`src/rtl/aes_block_sequencer.sv`:
```
// Multi-block AES front end: input FIFO, ECB/CBC chaining,
// one block in flight to the core, valid/ready ciphertext port.
module aes_block_sequencer #(
  parameter int BLOCK_W = 128,
  parameter int DEPTH   = 4,
  parameter int CNT_W   = 16
) (
  input  logic               AES_clk,
  input  logic               AES_rst_n,
  input  logic               cfg_start,
  input  logic               cfg_mode,
  input  logic [CNT_W-1:0]   cfg_nblocks,
  input  logic [BLOCK_W-1:0] cfg_key,
  input  logic [BLOCK_W-1:0] cfg_iv,
  input  logic               in_valid,
  output logic               in_ready,
  input  logic [BLOCK_W-1:0] in_data,
  output logic               core_en,
  output logic [BLOCK_W-1:0] core_data_in,
  output logic [BLOCK_W-1:0] core_key_in,
  input  logic               core_data_out_valid,
  input  logic [BLOCK_W-1:0] core_data_out,
  output logic               out_valid,
  input  logic               out_ready,
  output logic [BLOCK_W-1:0] out_data,
  output logic               out_last,
  output logic               busy,
  output logic               done
);

  localparam int AW = $clog2(DEPTH);

  typedef enum logic [2:0] {
    S_IDLE, S_LOAD, S_ISSUE, S_WAIT, S_OUT, S_DONE
  } state_e;

  state_e state_q, state_d;

  logic [BLOCK_W-1:0] mem_q [DEPTH];
  logic [AW:0]        wr_ptr_q, wr_ptr_d;
  logic [AW:0]        rd_ptr_q, rd_ptr_d;
  logic               push, pop, empty, full;

  logic               mode_q, mode_d;
  logic [CNT_W-1:0]   nblk_q, nblk_d;
  logic [CNT_W-1:0]   blk_cnt_q, blk_cnt_d;
  logic [BLOCK_W-1:0] key_q, key_d;
  logic [BLOCK_W-1:0] chain_q, chain_d;
  logic [BLOCK_W-1:0] din_q, din_d;
  logic [BLOCK_W-1:0] dout_q, dout_d;
  logic               last_q, last_d;
  logic               core_en_q, core_en_d;
  logic               out_valid_q, out_valid_d;
  logic               busy_q, busy_d;
  logic               done_q, done_d;

  // Pointers carry one extra bit so full and empty are distinguishable.
  assign empty    = wr_ptr_q == rd_ptr_q;
  assign full     = (wr_ptr_q - rd_ptr_q) == (AW+1)'(DEPTH);
  assign in_ready = !full;
  assign push     = in_valid && !full;

  always_ff @(posedge AES_clk) begin
    if (push) mem_q[wr_ptr_q[AW-1:0]] <= in_data;
  end

  always_comb begin
    state_d   = state_q;
    mode_d    = mode_q;
    nblk_d    = nblk_q;
    blk_cnt_d = blk_cnt_q;
    key_d     = key_q;
    chain_d   = chain_q;
    din_d     = din_q;
    dout_d    = dout_q;
    last_d    = last_q;
    pop       = 1'b0;
    case (state_q)
      S_IDLE: begin
        if (cfg_start) begin
          mode_d    = cfg_mode;
          nblk_d    = cfg_nblocks;
          key_d     = cfg_key;
          chain_d   = cfg_iv;
          blk_cnt_d = '0;
          state_d   = (cfg_nblocks == '0) ? S_DONE : S_LOAD;
        end
      end
      S_LOAD: begin
        if (!empty) begin
          pop     = 1'b1;
          din_d   = mem_q[rd_ptr_q[AW-1:0]]
                  ^ (mode_q ? chain_q : '0);
          state_d = S_ISSUE;
        end
      end
      S_ISSUE: state_d = S_WAIT;
      S_WAIT: begin
        if (core_data_out_valid) begin
          dout_d  = core_data_out;
          if (mode_q) chain_d = core_data_out;
          last_d  = blk_cnt_q == (nblk_q - CNT_W'(1));
          state_d = S_OUT;
        end
      end
      S_OUT: begin
        if (out_ready) begin
          blk_cnt_d = blk_cnt_q + CNT_W'(1);
          state_d   = last_q ? S_DONE : S_LOAD;
        end
      end
      S_DONE:  state_d = S_IDLE;
      default: state_d = S_IDLE;
    endcase
    wr_ptr_d    = wr_ptr_q + (AW+1)'(push);
    rd_ptr_d    = rd_ptr_q + (AW+1)'(pop);
    core_en_d   = state_d == S_ISSUE;
    out_valid_d = state_d == S_OUT;
    done_d      = state_d == S_DONE;
    busy_d      = state_d != S_IDLE;
  end

  always_ff @(posedge AES_clk or negedge AES_rst_n) begin
    if (!AES_rst_n) begin
      state_q     <= S_IDLE;
      wr_ptr_q    <= '0;
      rd_ptr_q    <= '0;
      mode_q      <= 1'b0;
      nblk_q      <= '0;
      blk_cnt_q   <= '0;
      key_q       <= '0;
      chain_q     <= '0;
      din_q       <= '0;
      dout_q      <= '0;
      last_q      <= 1'b0;
      core_en_q   <= 1'b0;
      out_valid_q <= 1'b0;
      busy_q      <= 1'b0;
      done_q      <= 1'b0;
    end else begin
      state_q     <= state_d;
      wr_ptr_q    <= wr_ptr_d;
      rd_ptr_q    <= rd_ptr_d;
      mode_q      <= mode_d;
      nblk_q      <= nblk_d;
      blk_cnt_q   <= blk_cnt_d;
      key_q       <= key_d;
      chain_q     <= chain_d;
      din_q       <= din_d;
      dout_q      <= dout_d;
      last_q      <= last_d;
      core_en_q   <= core_en_d;
      out_valid_q <= out_valid_d;
      busy_q      <= busy_d;
      done_q      <= done_d;
    end
  end

  assign core_en      = core_en_q;
  assign core_data_in = din_q;
  assign core_key_in  = key_q;
  assign out_valid    = out_valid_q;
  assign out_data     = dout_q;
  assign out_last     = last_q;
  assign busy         = busy_q;
  assign done         = done_q;

endmodule

```
`config.mk`:
```
export PLATFORM = sky130hd
export DESIGN_NAME = aes_block_sequencer
export DESIGN_NICKNAME = d
export VERILOG_FILES = /design/src/rtl/aes_block_sequencer.sv
export SDC_FILE = /design/constraint.sdc
export NUM_CORES = 1
export LEC_CHECK = 0
export BUFFER_PORTS_ARGS = -buffer_cell sky130_fd_sc_hd__buf_2
export CORE_MARGIN = 8
export CORE_UTILIZATION = 36
export CTS_CLUSTER_DIAMETER = 120
export DETAILED_ROUTE_END_ITERATION = 12
export GPL_ROUTABILITY_DRIVEN = 0
export PLACE_DENSITY = 0.56
export SYNTH_ARGS = -nofsm -noshare
export SYNTH_HDL_FRONTEND = slang
export SYNTH_SLANG_ARGS = --single-unit
```
`constraint.sdc`:
```
create_clock -name AES_clk -period 26.3 [get_ports AES_clk]
set_input_delay 1.315 -clock AES_clk [delete_from_list [all_inputs] [get_ports AES_clk]]
set_output_delay 1.315 -clock AES_clk [all_outputs]
set_load 0.005 [all_outputs]
```
Yosys cells after proc, flatten, opt, wreduce, memory -nomap -nowiden
Memories as Yosys holds them, arrays and structs flattened.
Cells that the tools add are included.
{"block": "word_totals", "regBits": 559, "mem_bits_rw": 512, "word_cells": 68, "n_memories": 1}
{"block": "op_classes", "n_addsub": 5, "eq_ne": 14, "n_mux": 19, "bitwise": 2, "reduce_logical": 12}
{"memory": "mem_q", "depth": 4, "width": 128, "rd": 1, "rd_ports_with_merged_regs": 0, "write_ports": 1, "line_no": "39", "text": "logic [BLOCK_W-1:0] mem_q [DEPTH];"}
{"cell": "2-to-1 mux 128 bit", "count": 4}
{"cell": "case mux 128 bit (2 select lines)", "count": 1}
{"cell": "bitwise XOR 128 bit", "count": 1}
{"cell": "2-to-1 mux 16 bit", "count": 2}
{"cell": "case mux 16 bit (2 select lines)", "count": 1}
{"cell": "2-to-1 mux 3 bit", "count": 6}
{"cell": "adder 16 x 1 -> 16 bit, second input constant", "count": 1}
{"cell": "== test 16 bit", "count": 1}
{"cell": "logical NOT 16 bit", "count": 1}
{"cell": "subtractor 16 x 1 -> 16 bit, second input constant", "count": 1}
{"cell": "case mux 3 bit (5 select lines)", "count": 1}
{"cell": "== test 3 bit, second input constant", "count": 4}
{"cell": "== test 3 x 2 -> 1 bit, second input constant", "count": 3}
{"cell": "!= test 2 bit, second input constant", "count": 4}
{"cell": "adder 3 x 1 -> 3 bit", "count": 2}
{"cell": "AND reduction 2 bit", "count": 3}
{"cell": "2-to-1 mux 1 bit", "count": 4}
{"cell": "AND reduction 4 bit", "count": 1}
{"cell": "nonzero test 2 bit", "count": 2}
{"cell": "== test 3 x 1 -> 1 bit, second input constant", "count": 1}
{"cell": "== test 3 bit", "count": 1}
{"cell": "logical NOT 3 bit", "count": 1}
{"cell": "AND reduction 3 bit", "count": 1}
{"cell": "nonzero test 3 bit", "count": 1}
{"cell": "4 further kinds", "count": 4}

Depth between registers and ports, before layout
{"block": "logic_depth", "depth_word": 6, "depth_mapped": 12, "depth_no_buf": 10}

Worst setup path before layout
OpenSTA, ideal clock, no wires.
{"block": "synth_path", "path_kind": "reg2reg", "startpoint": "reg rd_ptr_q[1]", "endpoint": "mem mem_q[0][0] (enable)", "setup_ps": 772, "arrival_time_ps": 10337, "path_slack_ps": 15192, "path_stages_with_launch": 10, "n_path_buf": 2, "synth_period_minus_slack_ps": 11108, "cell_sequence": "dfrtp_1 -> clkbuf_1 -> buf_1 -> inv_1 -> ha_1 -> nor2b_1 -> xnor2_1 -> nand3_1 -> nand2_1 -> nor3_1"}
{"block": "synth_via", "elab_chain_cells": 6}
{"item": "from (decl)", "line_no": "41", "text": "logic [AW:0] rd_ptr_q, rd_ptr_d;"}
{"item": "from (signal assigned)", "line_no": "143", "text": "rd_ptr_q <= rd_ptr_d;"}
{"item": "subtractor 3 bit", "line_no": "59", "text": "assign full = (wr_ptr_q - rd_ptr_q) == (AW+1)'(DEPTH);"}
{"item": "== test 3 bit", "line_no": "59"}
{"item": "logical NOT 1 bit"}
{"item": "net in_ready", "line_no": "16", "text": "output logic in_ready,"}
{"item": "logical AND 1 bit", "line_no": "61", "text": "assign push = in_valid && !full;"}
{"item": "2-to-1 mux 1 bit", "line_no": "64", "text": "if (push) mem_q[wr_ptr_q[AW-1:0]] <= in_data;"}
{"item": "2-to-1 mux 1 bit (not written as such)", "line_no": "64"}
{"item": "to (decl)", "line_no": "39"}
The timed path passes the listed nets, and every way through them passes these cells.

Worst setup path after layout
{"block": "layout_path", "startpoint": "reg rd_ptr_q[0]", "endpoint": "mem mem_q[2][114] (enable)"}
{"block": "layout_via", "elab_chain_cells": 6}
{"item": "subtractor 3 bit", "line_no": "59"}
{"item": "== test 3 bit", "line_no": "59"}
{"item": "logical NOT 1 bit", "line_no": "61"}
{"item": "logical AND 1 bit", "line_no": "61"}
{"item": "2-to-1 mux 1 bit", "line_no": "64"}
{"item": "2-to-1 mux 1 bit (not written as such)", "line_no": "64"}
Every way passes these cells.

==> flow_metrics.tcl <==
set metrics [dict create \
    netlist_instances 2975 \
    layout_common_cells "923 x buf_2, 657 x nand2_1, 556 x dfrtp_1" \
    postRouteAntennaNets 0 \
    fp.dieH_microns 359 \
    layout.cells.non_filler 5543 \
    end_kind "flop" \
    ys_types 50 \
    multiInputGateArea_sq_um 12400 \
    via_per_inst 4.80 \
    final_max_slew_viol_count 0 \
    num_vias 26600 \
    cts_htree_levels 3 \
    numCtsBuffers 112 \
    async_flop_share 0.522 \
    grt_max_degree 153 \
    synth_top_family_by_area "multiplexers" \
    post_drt_wl_per_cell_microns 22.7 \
    cts_tree "built" \
    drv_cap 0 \
    clock_sinks 1071 \
    synth_compound_area_frac 0.0352 \
    power.share.clock 0.246 \
    ir_drop_mv 0.0886 \
    worstSkewPairLatency_ps 690 \
    grt_pass1_vias 27700 \
    synthSimpleGateAreaFrac 0.0824 \
    yosys_warnings 0 \
    fillers 10800 \
    path_buf_inv 2 \
    skew_ps 31.5 \
    ios 925 \
    drtIter0Drc 1831 \
    dp.cells 5312 \
    critPathSlowestCell "dfrtp_4" \
    period_share 0.148 \
    powerDensity_nw_per_um2 123 \
    hpwl_microns 89200 \
    maxSlewHeadroom 0.306 \
    synth_edf_count 512 \
    regArea_sq_um 29400 \
    clk_pin_slew_ps 60 \
    worst_pin_slew_ps 1040 \
    p_sw_frac 0.345 \
    crit_chain "ha_1 -> nor2b_1 -> xnor2_1 -> nand3_1 -> nand2_1 -> inv_1 -> and3_4 -> buf_4" \
    outcome "finished clean" \
    die_w_microns 359 \
    tns_ps 0 \
    fmax_mhz 258 \
    dp_slack_ps 21810 \
    rsz0062_at_grt "no" \
    synth_flop_cell "dfrtp_1" \
    crit_family "simple AND/OR/NAND/NOR gates" \
    leakage_nw 22.7 \
    power_frac_seq 0.419 \
    synthToLayoutAreaGrowth_pct 23.7 \
    synthXorXnorAreaFrac 0.0337 \
    cts_resized 0 \
    cts_buffer_depth 3 \
    antenna_found_initial 53 \
    internal_power_mw 4.23 \
    start_kind "flop" \
    muxShareOfSynthArea 0.136 \
    synthAdderAreaFrac 0.00236 \
    overflow 0 \
    ys_seq_elements 1071 \
    finalSetupViolations 0 \
    combinationalPowerShare 0.335 \
    post-route-drc-count 0 \
    worstPathArrival_ps 4180 \
    die-area_sq_um 129000 \
    avgSynthCellArea_sq_um 14.2 \
    drt_wl_total_microns 126000 \
    crit_path_max_fanout 47 \
    drt_pass1_iterations 5 \
    hold_violations 0 \
    nets 4433 \
    worstPathRequired_ps 26590 \
    core_sq_um 117000 \
    final_common_cell "buf_2" \
    global_route.usage.total 0.190 \
    start_util 0.361 \
    grt_pass1_wl_microns 186000 \
    cts-root-buf "clkbuf_16" \
    hold_class "flop to flop" \
    syn-num-nets 3518 \
    ys_seq_area_frac 0.693 \
    critical_path_class "flop to flop" \
    postCtsSetupBuffers 0 \
    drive_above_1_share 0.356 \
    setup_ws_ps 22420 \
    syn_area_sq_um 42400 \
    p_switching_mw 2.22 \
    io_buffers 924 \
    fp-row-count 126 \
    critical_path.max_stage_delay_ps 1010 \
    min_period_ps 3880 \
    ctsHoldBuffers 0 \
]
==> state kept, by name, indices dropped and copies added, names as in the netlist <==
register / cells
blk_cnt_q: 16
busy: 1
chain_q: 128
core_data_in: 128
core_en: 1
core_key_in: 128
done: 1
mem_q: 512
mode_q: 1
nblk_q: 16
out_data: 128
out_last: 1
out_valid: 1
rd_ptr_q: 3
state_q: 3
wr_ptr_q: 3
==> per-stage QoR <==
step | utilization | hold slack, ps | power [mW] | area, sq um
2_1_floorplan | - | 450 | 4.05 | 42400
3_3_place_gp | 0.414 | 454 | 4.93 | 48600
3_5_place_dp | 0.414 | 456 | 4.96 | 48600
4_1_cts | 0.446 | 472 | 6.58 | 52400
5_1_grt | 0.446 | 487 | 6.86 | 52400
6_report | 0.446 | 469 | 6.46 | 52400
==> path summary, 6_finish.rpt <==
kind,start,end,slack [ps],cells past startpoint
hold / removal,out_data[22]$_DFFE_PN0P_,out_data[22]$_DFFE_PN0P_,470,2
min in group asynchronous,AES_rst_n,core_key_in[124]$_DFFE_PN0P_,630,1
hold reg to reg,out_data[22]$_DFFE_PN0P_,out_data[22]$_DFFE_PN0P_,470,2
max in group asynchronous,AES_rst_n,out_data[62]$_DFFE_PN0P_,22670,4
setup reg to reg,rd_ptr_q[0]$_DFF_PN0_,mem_q[2][114]$_DFFE_PP_,22420,8
setup / recovery,rd_ptr_q[0]$_DFF_PN0_,mem_q[2][114]$_DFFE_PP_,22420,8
==> layer usage <==
metal / vias up / GRT usage / part of all wire
met4: 24 / 0.0606 / 0.030
met3: 211 / 0.0521 / 0.067
met1: 13200 / 0.226 / 0.39
met2: 813 / 0.331 / 0.51
li1: 12400 / - / -
met5: - / 0 / 0.0012
==> Yosys cell counts (2+ instances only) <==
cell,count,area [sq um]
nor4_1,7,43.8
clkbuf_1,91,342
nor2b_1,3,18.8
nand2_1,658,2470
o21ai_1,9,45.0
buf_1,9,33.8
a21oi_1,139,696
mux4_2,128,2880
xor2_1,147,1290
or3_1,4,25.0
o21a_1,2,15.0
nand2b_1,2,12.5
inv_1,8,30.0
nor2_1,148,556
buf_4,3,22.5
dfrtp_1,559,14000
buf_2,56,280
xnor2_1,16,140
mux2i_1,128,1280
and3_1,7,43.8
o21ai_0,132,661
nand3b_1,3,22.5
nand3_1,17,85.1
and2_1,3,18.8
ha_1,8,100
nor3_1,6,30.0
nand4_1,6,37.5
mux2_2,143,1610
edfxtp_1,512,15400
==> area by class of cell <==
cell class,instances,area share
inverter,8,0.000573
sequential,1071,0.560
timing repair buffer,961,0.0944
clock buffer,170,0.0630
clock inverter,44,0.00866
antenna,17,0.000811
tap,1536,0.0367
multi-input combinational,1736,0.236
==> cells by family after synthesis <==
logic type | Yosys count
simple gates | 875
flops | 1071
fa+ha+maj | 8
compound gates | 291
buf+inv | 168
xor+xnor | 163
mux | 399
==> power by group through the flow <==
stage	logic (mW)	registers, mW	clock network (mW)
4_1_cts	2.24	2.71	1.63
3_3_place_gp	2.20	2.72	0
2_1_floorplan	1.35	2.70	0
6_report	2.16	2.70	1.59
5_1_grt	2.39	2.77	1.70
3_5_place_dp	2.23	2.73	0
==> worst min-delay path, cell delays in order (launching register included) <==
cell and delay (ps):
dfrtp_1 340, nand2_1 50, nand2_1 50
(Power assumes the default switching activity.)
